<file path="config.mk">
export PLATFORM = sky130hd
export DESIGN_NAME = kbd_iot_ctrl
export DESIGN_NICKNAME = d
export VERILOG_FILES = /design/src/rtl/kbd_iot_ctrl.sv
export SDC_FILE = /design/constraint.sdc
export NUM_CORES = 1
export LEC_CHECK = 0
export CAP_MARGIN = 20
export CELL_PAD_IN_SITES_DETAIL_PLACEMENT = 1
export CELL_PAD_IN_SITES_GLOBAL_PLACEMENT = 2
export CORE_AREA = 2 2 83 85
export CTS_CLUSTER_DIAMETER = 80
export DETAILED_ROUTE_END_ITERATION = 7
export DIE_AREA = 0 0 85 87
export PLACE_DENSITY_LB_ADDON = 0.1
export SLEW_MARGIN = 15
export SYNTH_ARGS = -nofsm -noshare
export SYNTH_HDL_FRONTEND = slang
export SYNTH_SLANG_ARGS = --single-unit
</file>
<file path="constraint.sdc">
create_clock -name clk -period 6.76 [get_ports clk]
set_input_delay 0.676 -clock clk [delete_from_list [all_inputs] [get_ports clk]]
set_output_delay 0.676 -clock clk [all_outputs]
set_load 0.05 [all_outputs]
</file>
<file path="src/rtl/kbd_iot_ctrl.sv">
// kbd_iot_ctrl: KL8E keyboard controller that buffers receiver characters in a FIFO and answers PDP-8 IOTs.
module kbd_iot_ctrl #(
  parameter logic [5:0] DEVICE = 6'o03,
  parameter int FIFO_DEPTH = 4
) (
  input  logic        clk,
  input  logic        reset,
  input  logic        clear,
  input  logic        rx_flag,
  input  logic [0:7]  rx_char,
  output logic        rx_clear_flag,
  input  logic        iot_strobe,
  input  logic [0:5]  iot_device,
  input  logic [0:2]  iot_op,
  input  logic [0:11] ac_in,
  output logic        iot_ack,
  output logic        skip,
  output logic        ac_clear,
  output logic        ac_or,
  output logic [0:11] ac_out,
  output logic        kbd_flag,
  output logic        int_req,
  output logic        overrun
);
  localparam int AW = $clog2(FIFO_DEPTH);
  localparam logic WAIT_FLAG = 1'b0;
  localparam logic WAIT_DROP = 1'b1;
  logic          state, ie, rst, accept, capture, full, pop, push, rd_op, unused_ac;
  logic [7:0]    mem [FIFO_DEPTH];
  logic [7:0]    head;
  logic [AW-1:0] wr_ptr, rd_ptr;
  logic [AW:0]   count;
  assign rst       = reset | clear;
  assign unused_ac = ^ac_in[0:10];
  assign accept    = iot_strobe && iot_device == DEVICE;
  assign kbd_flag  = count != '0;
  assign int_req   = ie & kbd_flag;
  assign full      = count == (AW+1)'(FIFO_DEPTH);
  assign head      = kbd_flag ? mem[rd_ptr] : 8'h00;
  assign rd_op     = iot_op == 3'd4 || iot_op == 3'd6;
  assign pop       = accept && (iot_op == 3'd0 || iot_op == 3'd2 || iot_op == 3'd6) && kbd_flag;
  assign capture   = state == WAIT_FLAG && rx_flag;
  // a full FIFO still accepts the new character when the head leaves in the same cycle
  assign push      = capture && (!full || pop);
  always_ff @(posedge clk)
    if (push) mem[wr_ptr] <= rx_char;
  always_ff @(posedge clk) begin
    if (rst) begin
      state         <= WAIT_FLAG;
      rx_clear_flag <= 1'b0;
      wr_ptr        <= '0;
      rd_ptr        <= '0;
      count         <= '0;
      overrun       <= 1'b0;
      ie            <= 1'b1;
      iot_ack       <= 1'b0;
      skip          <= 1'b0;
      ac_clear      <= 1'b0;
      ac_or         <= 1'b0;
      ac_out        <= '0;
    end else begin
      state         <= capture ? WAIT_DROP : (state == WAIT_DROP && !rx_flag) ? WAIT_FLAG : state;
      rx_clear_flag <= capture;
      wr_ptr        <= push ? wr_ptr + 1'b1 : wr_ptr;
      rd_ptr        <= pop ? rd_ptr + 1'b1 : rd_ptr;
      count         <= count + (AW+1)'(push) - (AW+1)'(pop);
      overrun       <= (overrun && !(accept && iot_op == 3'd2)) || (capture && full && !pop);
      ie            <= (accept && iot_op == 3'd5) ? ac_in[11] : ie;
      iot_ack       <= accept;
      skip          <= accept && iot_op == 3'd1 && kbd_flag;
      ac_clear      <= accept && (iot_op == 3'd2 || iot_op == 3'd6);
      ac_or         <= accept && rd_op;
      ac_out        <= (accept && rd_op) ? {4'b0000, head} : 12'o0000;
    end
  end
endmodule
</file>
==> summary.txt, run 1 <==
status - completed
Warnings, synthesis - 0
most frequent cell after synthesis - edfxtp_1
post-CTS resize count - 0
DR vias/cell - 4.815
Least-Margin Pin Slew - 0.6694 ns
final WL - 4309 um
register area share after synthesis - 0.6484
WP data required - 6.95 ns
number of cells on the worst reg-to-reg path - 9
Synth top area share - 0.4384
Reg power frac - 0.576
post-route ant nets - 0
PD cells - 228.5 nW/um^2
final hold violation count - 0
internal reg-to-reg setup slack - 4.19 ns
Pins Over Slew Limit - 0
number of global-route vias before repair - 1351
Starting DRT DRC Count - 41
Clk pwr share - 0.342
filler cell count - 658
Period minus WS final - 3.335 ns
Primary FF master, synth - edfxtp_1
CP cell instances - clkdlybuf4s50_1 -> or4b_4 -> or3b_4 -> or2_2 -> xnor2_1 -> ha_1 -> fa_1 -> xnor2_1 -> xnor2_1 -> nor2_1
fmax - 299.8 MHz
Lkg Pwr - 0.9302 nW
Mapped Cells - 148
Avg WL per Cell - 15.96 um
initial antenna violation count - 0
Max-Cap Viols - 0
Post-synth EDFFs - 32
reg-to-reg critical path startpoint - count[0]
nets@finish - 230
Int Power - 496.6 uW
Reg clk slew, reported paths - 0.09 ns
final HPWL from detailed placement - 3125 um
synth-to-layout area growth - 25.80%
Hold Slack - 0.4836 ns
core area - 6569 um^2
gpl congestion - 0.6717
Starting Density - 0.3337
reg2reg end - count[2]
synth cell count leaders - 32 x edfxtp_1, 23 x dfxtp_1, 9 x nor2b_1
worst rel slew slack - 0.5532
Sw Share - 0.2120
Root Driver - clkbuf_8
CTS tree - built
CTS Hold Bufs - 0
grt ovf - 0
GRT Overall Usage - 0.1270
Critical-path top delay cell - or4b_4
cell accounting for the most synthesized area - edfxtp_1
Critical Path End - count[2]
Critical Path End Type - register
Die Ht - 87 um
Synth area leaders - edfxtp_1 44%, dfxtp_1 21%, mux4_2 8.2%
Min-Delay Path Class - reg -> reg
DIE WIDTH - 85 um
layout cell share with drive strength beyond 1 - 0.1158
vias - 1300
Clock Path Buffers - 2
startpoint types - primary input
Pre-Repair DR Iteration Count - 4
#FFs+latches synth - 55
critical path class - in -> reg
skew final - 0.005479 ns
largest fanout on the critical path - 6
Worst path most repeated cell - xnor2_1
RSZ-0062 raised after global routing - no
FP Rows - 30
H-Tree Depth - 2
fin crit share - 0.4934
Post-CTS Setup Bufs - 0
Clk Latency, worst-skew pair - 0.30 ns
non-filler cells, final - 270
Worst Setup SP - iot_device[1]
Avg Cell Area, Syn - 14.81 um^2
DP Cell Count - 262
IO Pins - 54
CP max stage delay - 0.59 ns
Die Area - 7395 um^2
Setup TNS Final - 0 ns
port bufs - 38
Mapped Area - 2192 um^2
clock sink count - 55
first-pass GRT wire length - 6969 um
Synth cell types - 36
total CTS buffers - 5
final setup fails - 0
largest net degree at the start of global routing - 18
P_sw - 133.6 uW
CP Data Arrival Time - 3.53 ns
Max VDD drop - 121.4 uV
ant diodes - 0
share of synthesized flip-flops with an asynchronous set or reset - 0
combinational share of power - 0.082
number of remaining DRC errors - 0
-- how the worst min path moves through the flow --
| stage | startpoint | to | slack, ns | cells past startpoint |
|---|---|---|---|---|
| floorplan | ie | ie | 0.43 | 2 |
| global placement | ie | ie | 0.45 | 2 |
| detailed placement | ie | ie | 0.47 | 2 |
| CTS | ie | ie | 0.49 | 2 |
| global route | ie | ie | 0.53 | 2 |
| finish | ie | ie | 0.48 | 2 |
-- through the flow --
| step | instance area (um^2) | setup slack, ns | utilization | power (mW) |
|---|---|---|---|---|
| finish | 2758 | 3.425 | 0.4198 | 0.6302 |
| global route | 2758 | 3.333 | 0.4198 | 0.6559 |
| CTS | 2758 | 3.417 | 0.4198 | 0.6377 |
| detailed placement | 2646 | 3.090 | 0.4029 | 0.4231 |
| global placement | 2646 | 3.157 | 0.4029 | 0.4208 |
| floorplan | 2203 | 3.672 | - | 0.3995 |
-- area by class of cell --
| cell class | count | area [um^2] | share of cell area |
|---|---|---|---|
| clock buffer | 6 | 72.57 | 0.02632 |
| inverter | 7 | 26.28 | 0.009528 |
| multi-input combinational | 81 | 710.7 | 0.2577 |
| tap | 80 | 100.1 | 0.03630 |
| clock inverter | 2 | 38.79 | 0.01407 |
| timing repair buffer | 39 | 387.9 | 0.1407 |
| sequential | 55 | 1421 | 0.5154 |
-- cells by family after synthesis --
kind of cell               count (synthesis)  share of synthesized area
muxes                                     11                    0.09589
DFF                                       55                     0.6484
xor gates and xnor gates                   3                    0.01199
other                                      1                   0.001711
and+or+nand+nor                           48                     0.1336
adders and majority gates                  7                    0.04338
buffers and inverters                     15                    0.03254
AOI/OAI and AO/OA                          8                    0.03254
-- layer usage --
| layer | vias to the layer above | track usage | share of wire |
|---|---|---|---|
| li1 | 612 | - | - |
| met1 | 657 | 0.1489 | 0.42 |
| met2 | 29 | 0.2230 | 0.53 |
| met3 | 2 | 0.03981 | 0.044 |
| met4 | 0 | 0.03896 | 0.0072 |
| met5 | - | 0 | 0 |
-- state kept, by name, summed over array words and instances (netlist names) --
signal,flops
ie,1
rd_ptr,2
state,1
ac_or,1
ac_out,8
overrun,1
rx_clear_flag,1
count,3
ac_clear,1
wr_ptr,2
skip,1
mem,32
iot_ack,1
-- cell usage in the layout, fill, tap and decap left out, types with 2 or more instances in the layout --
cell type,count
a21oi_1,2
and2_1,5
and3_1,5
clkbuf_8,5
clkdlybuf4s50_1,38
conb_1,4
dfxtp_1,23
edfxtp_1,32
ha_1,6
inv_1,7
mux2i_1,3
mux4_2,8
nand2_1,4
nand2b_1,2
nand4_1,3
nor2_1,6
nor2b_1,9
o21ai_0,2
or2_2,2
or3_1,3
xnor2_1,3
-- power by group through the flow --
stage,Sequential (mW),Combinational (mW),Clock (mW)
after floorplan,0.371,0.0281,0
after global placement,0.371,0.0503,0
after detailed placement,0.371,0.0520,0
after CTS,0.363,0.0523,0.222
after global routing,0.364,0.0557,0.236
final,0.363,0.0514,0.216
-- critical path: cells and delay by family --
family | cells | cell delay (ns)
and+or+nand+nor | 4 | 1.40
adders and majority gates | 2 | 0.56
xor gates and xnor gates | 3 | 0.47
buffers and inverters | 1 | 0.42
Note: power is estimated with default switching activity, not from simulation.
==> run 2: changes to the inputs <==
--- a/config.mk
+++ b/config.mk
@@ -8,10 +8,10 @@
 export CAP_MARGIN = 20
 export CELL_PAD_IN_SITES_DETAIL_PLACEMENT = 1
 export CELL_PAD_IN_SITES_GLOBAL_PLACEMENT = 2
-export CORE_AREA = 2 2 83 85
+export CORE_AREA = 2 2 85 87
 export CTS_CLUSTER_DIAMETER = 80
 export DETAILED_ROUTE_END_ITERATION = 7
-export DIE_AREA = 0 0 85 87
+export DIE_AREA = 0 0 87 89
 export PLACE_DENSITY_LB_ADDON = 0.1
 export SLEW_MARGIN = 15
 export SYNTH_ARGS = -nofsm -noshare
==> constraint.sdc (replaced) <==
create_clock -name clk -period 3.13 [get_ports clk]
set_input_delay 0.313 -clock clk [delete_from_list [all_inputs] [get_ports clk]]
set_output_delay 0.313 -clock clk [all_outputs]
set_load 0.05 [all_outputs]
==> summary.txt, run 2 (same netlist as run 1, synthesis figures left out) <==
Clk pwr share - 0.343 (was 0.342)
Min-Delay Path Class - reg -> reg (unchanged)
final hold violation count - 0 (unchanged)
status - completed (unchanged)
Least-Margin Pin Slew - 0.6412 ns (was 0.6694 ns)
layout cell share with drive strength beyond 1 - 0.1436 (was 0.1158)
FP Rows - 30 (unchanged)
number of cells on the worst reg-to-reg path - 9 (unchanged)
setup ws final - 0.2722 ns (was 3.425 ns)
Starting Density - 0.3263 (was 0.3337)
Tot Pwr - 1.365 mW (was 630.2 uW)
initial antenna violation count - 0 (unchanged)
Reg with most FFs - mem (unchanged)
fin crit share - 0.9130
DR vias/cell - 4.698 (was 4.815)
RSZ-0062 raised after global routing - no (unchanged)
post-route ant nets - 0 (unchanged)
first-pass GRT wire length - 6568 um (was 6969 um)
WP depth - 10 (unchanged)
vias - 1292 (was 1300)
P_sw - 293.2 uW (was 133.6 uW)
nets@finish - 235 (was 230)
Root Driver - clkbuf_8 (unchanged)
Setup WS pre-CTS - -0.06656 ns (was 3.090 ns)
port bufs - 38 (unchanged)
worst rel slew slack - 0.5719 (was 0.5532)
GRT Overall Usage - 0.1152 (was 0.1270)
Critical-path top delay cell - or4b_4 (unchanged)
Period minus WS final - 2.858 ns
H-Tree Depth - 2 (unchanged)
IO Pins - 54 (unchanged)
Critical Path End Type - register (unchanged)
CTS Hold Bufs - 0 (unchanged)
synth-to-layout area growth - 27.57% (was 25.80%)
post-place instance area - 2684 um^2 (was 2646 um^2)
CTS tree - built (unchanged)
Pre-Repair DR Iteration Count - 4 (unchanged)
Int Power - 1.072 mW (was 496.6 uW)
Avg WL per Cell - 15.16 um (was 15.96 um)
reg2reg end - count[2] (unchanged)
reg-to-reg critical path startpoint - count[1] (was count[0])
PD cells - 488.2 nW/um^2 (was 228.5 nW/um^2)
largest registers - mem: 32 flops, ac_out: 8 flops, count: 3 flops (unchanged)
total CTS buffers - 5 (unchanged)
hold_sp - ie (unchanged)
clock sink count - 55 (unchanged)
gpl congestion - 0.7067 (was 0.6717)
Max VDD drop - 251.6 uV (was 121.4 uV)
Post-CTS Setup Bufs - 0 (unchanged)
ant diodes - 0 (unchanged)
final HPWL from detailed placement - 3023 um (was 3125 um)
Starting DRT DRC Count - 58 (was 41)
fmax - 349.9 MHz
Die Ht - 89 um (was 87 um)
startpoint types - primary input (unchanged)
grt ovf - 0 (unchanged)
number of global-route vias before repair - 1365 (was 1351)
post-CTS resize count - 0 (unchanged)
core area - 6719 um^2 (was 6569 um^2)
hold-critical path depth - 2 (unchanged)
CP cell instances - clkdlybuf4s50_1 -> or4b_4 -> or3b_4 -> or2_2 -> xnor2_1 -> ha_1 -> fa_1 -> xnor2_1 -> xnor2_1 -> nor2_1 (unchanged)
critical path class - in -> reg (unchanged)
number of remaining DRC errors - 0 (unchanged)
commonest non-fill, non-tap cell in the layout - clkdlybuf4s50_1 (unchanged)
internal reg-to-reg setup slack - 0.57 ns (was 4.19 ns)
Worst path most repeated cell - xnor2_1 (unchanged)
Reg clk slew, reported paths - 0.10 ns (was 0.09 ns)
Max-Cap Viols - 0 (unchanged)
largest net degree at the start of global routing - 18 (unchanged)
WHS Endpoint - ie (unchanged)
final WL - 4168 um (was 4309 um)
Top delay family on crit path - simple AND/OR/NAND/NOR gates (unchanged)
most frequent cells in the layout - 38 x clkdlybuf4s50_1, 32 x edfxtp_1, 23 x dfxtp_1, 9 x nor2b_1, 8 x mux4_2 (unchanged)
Clk Latency, worst-skew pair - 0.30 ns (about the same)
combinational share of power - 0.083 (was 0.082)
WP data required - 3.33 ns (was 6.95 ns)
final setup fails - 0 (unchanged)
Reg power frac - 0.575 (was 0.576)
max reg flops - 32 (unchanged)
Lkg Pwr - 0.9543 nW (was 0.9302 nW)
Pins Over Slew Limit - 0 (unchanged)
crit path buf inv count - 1 (unchanged)
Sw Share - 0.2148 (was 0.2120)
Clock Path Buffers - 2 (unchanged)
largest fanout on the critical path - 3 (was 6)
Layout Utilization - 0.4162 (was 0.4198)
skew final - 0.005000 ns (was 0.005479 ns)
Design Area, Final - 2796 um^2 (was 2758 um^2)
CP Data Arrival Time - 3.05 ns (was 3.53 ns)
CP max stage delay - 0.54 ns (was 0.59 ns)
DIE WIDTH - 87 um (was 85 um)
Die Area - 7743 um^2 (was 7395 um^2)
## run 2: changes by cell type in the layout (fill, tap and decap cells not counted), sizes merged
cell	delta
buf	+5
clkinv	+2
clkbuf	-1
inv	-1
## run 2: worst max path at each step
| stage | start | endpoint | slack (ns) |
|---|---|---|---|
| after floorplan | iot_device[1] | count[2] | 0.40 |
| after global placement | iot_device[1] | count[2] | -0.01 |
| after detailed placement | iot_device[1] | count[2] | -0.07 |
| after CTS | iot_device[1] | count[2] | 0.27 |
| after global routing | iot_device[1] | count[2] | 0.16 |
| final | iot_device[1] | count[2] | 0.27 |
## run 2: final cells by class
class / count / area, um^2
clock buffers: 5 / 68.82
clock inverters: 3 / 43.79
fillers: 693 / 3923
inverters: 7 / 26.28
multi-input cells: 81 / 710.7
flip-flops and latches: 55 / 1421
well taps: 80 / 100.1
repair buffers: 44 / 425.4
## run 2: metrics by stage
step / setup TNS [ns] / hold WS [ns] / cells
after floorplan: 0 / 0.3897 / 151
after global placement: -0.01159 / 0.4474 / 267
after detailed placement: -0.06656 / 0.4665 / 267
after CTS: 0 / 0.4891 / 275
after global routing: 0 / 0.4938 / 275
final: 0 / 0.4819 / 275
## run 2: power by group through the flow
stage          clock network [mW]  registers (mW)  logic [mW]
2_1_floorplan                   0           0.802      0.0608
3_3_place_gp                    0           0.800       0.112
3_5_place_dp                    0           0.801       0.114
4_1_cts                     0.487           0.785       0.114
5_1_grt                     0.507           0.786       0.122
6_report                    0.468           0.784       0.113
## run 2: metal layers
metal / vias up / part of all wire / global-route usage
met5: - / 0 / 0
met4: 0 / 0.014 / 0.04972
met3: 4 / 0.029 / 0.02493
met2: 25 / 0.50 / 0.1950
met1: 643 / 0.46 / 0.1429
li1: 620 / - / -
## run 2: worst min-delay path, cell delays in order (launching register included)
cell     delay, ns
dfxtp_1       0.34
mux2i_1       0.06
nand2_1       0.06
==> run 3: changes to the inputs <==
--- a/config.mk
+++ b/config.mk
@@ -13,7 +13,7 @@
 export DETAILED_ROUTE_END_ITERATION = 7
 export DIE_AREA = 0 0 87 89
 export PLACE_DENSITY_LB_ADDON = 0.1
-export SLEW_MARGIN = 15
+export SLEW_MARGIN = 0
 export SYNTH_ARGS = -nofsm -noshare
 export SYNTH_HDL_FRONTEND = slang
 export SYNTH_SLANG_ARGS = --single-unit
==> results of run 3 <==
Same layout as run 2: the final DEF is identical, and so are final timing and power.
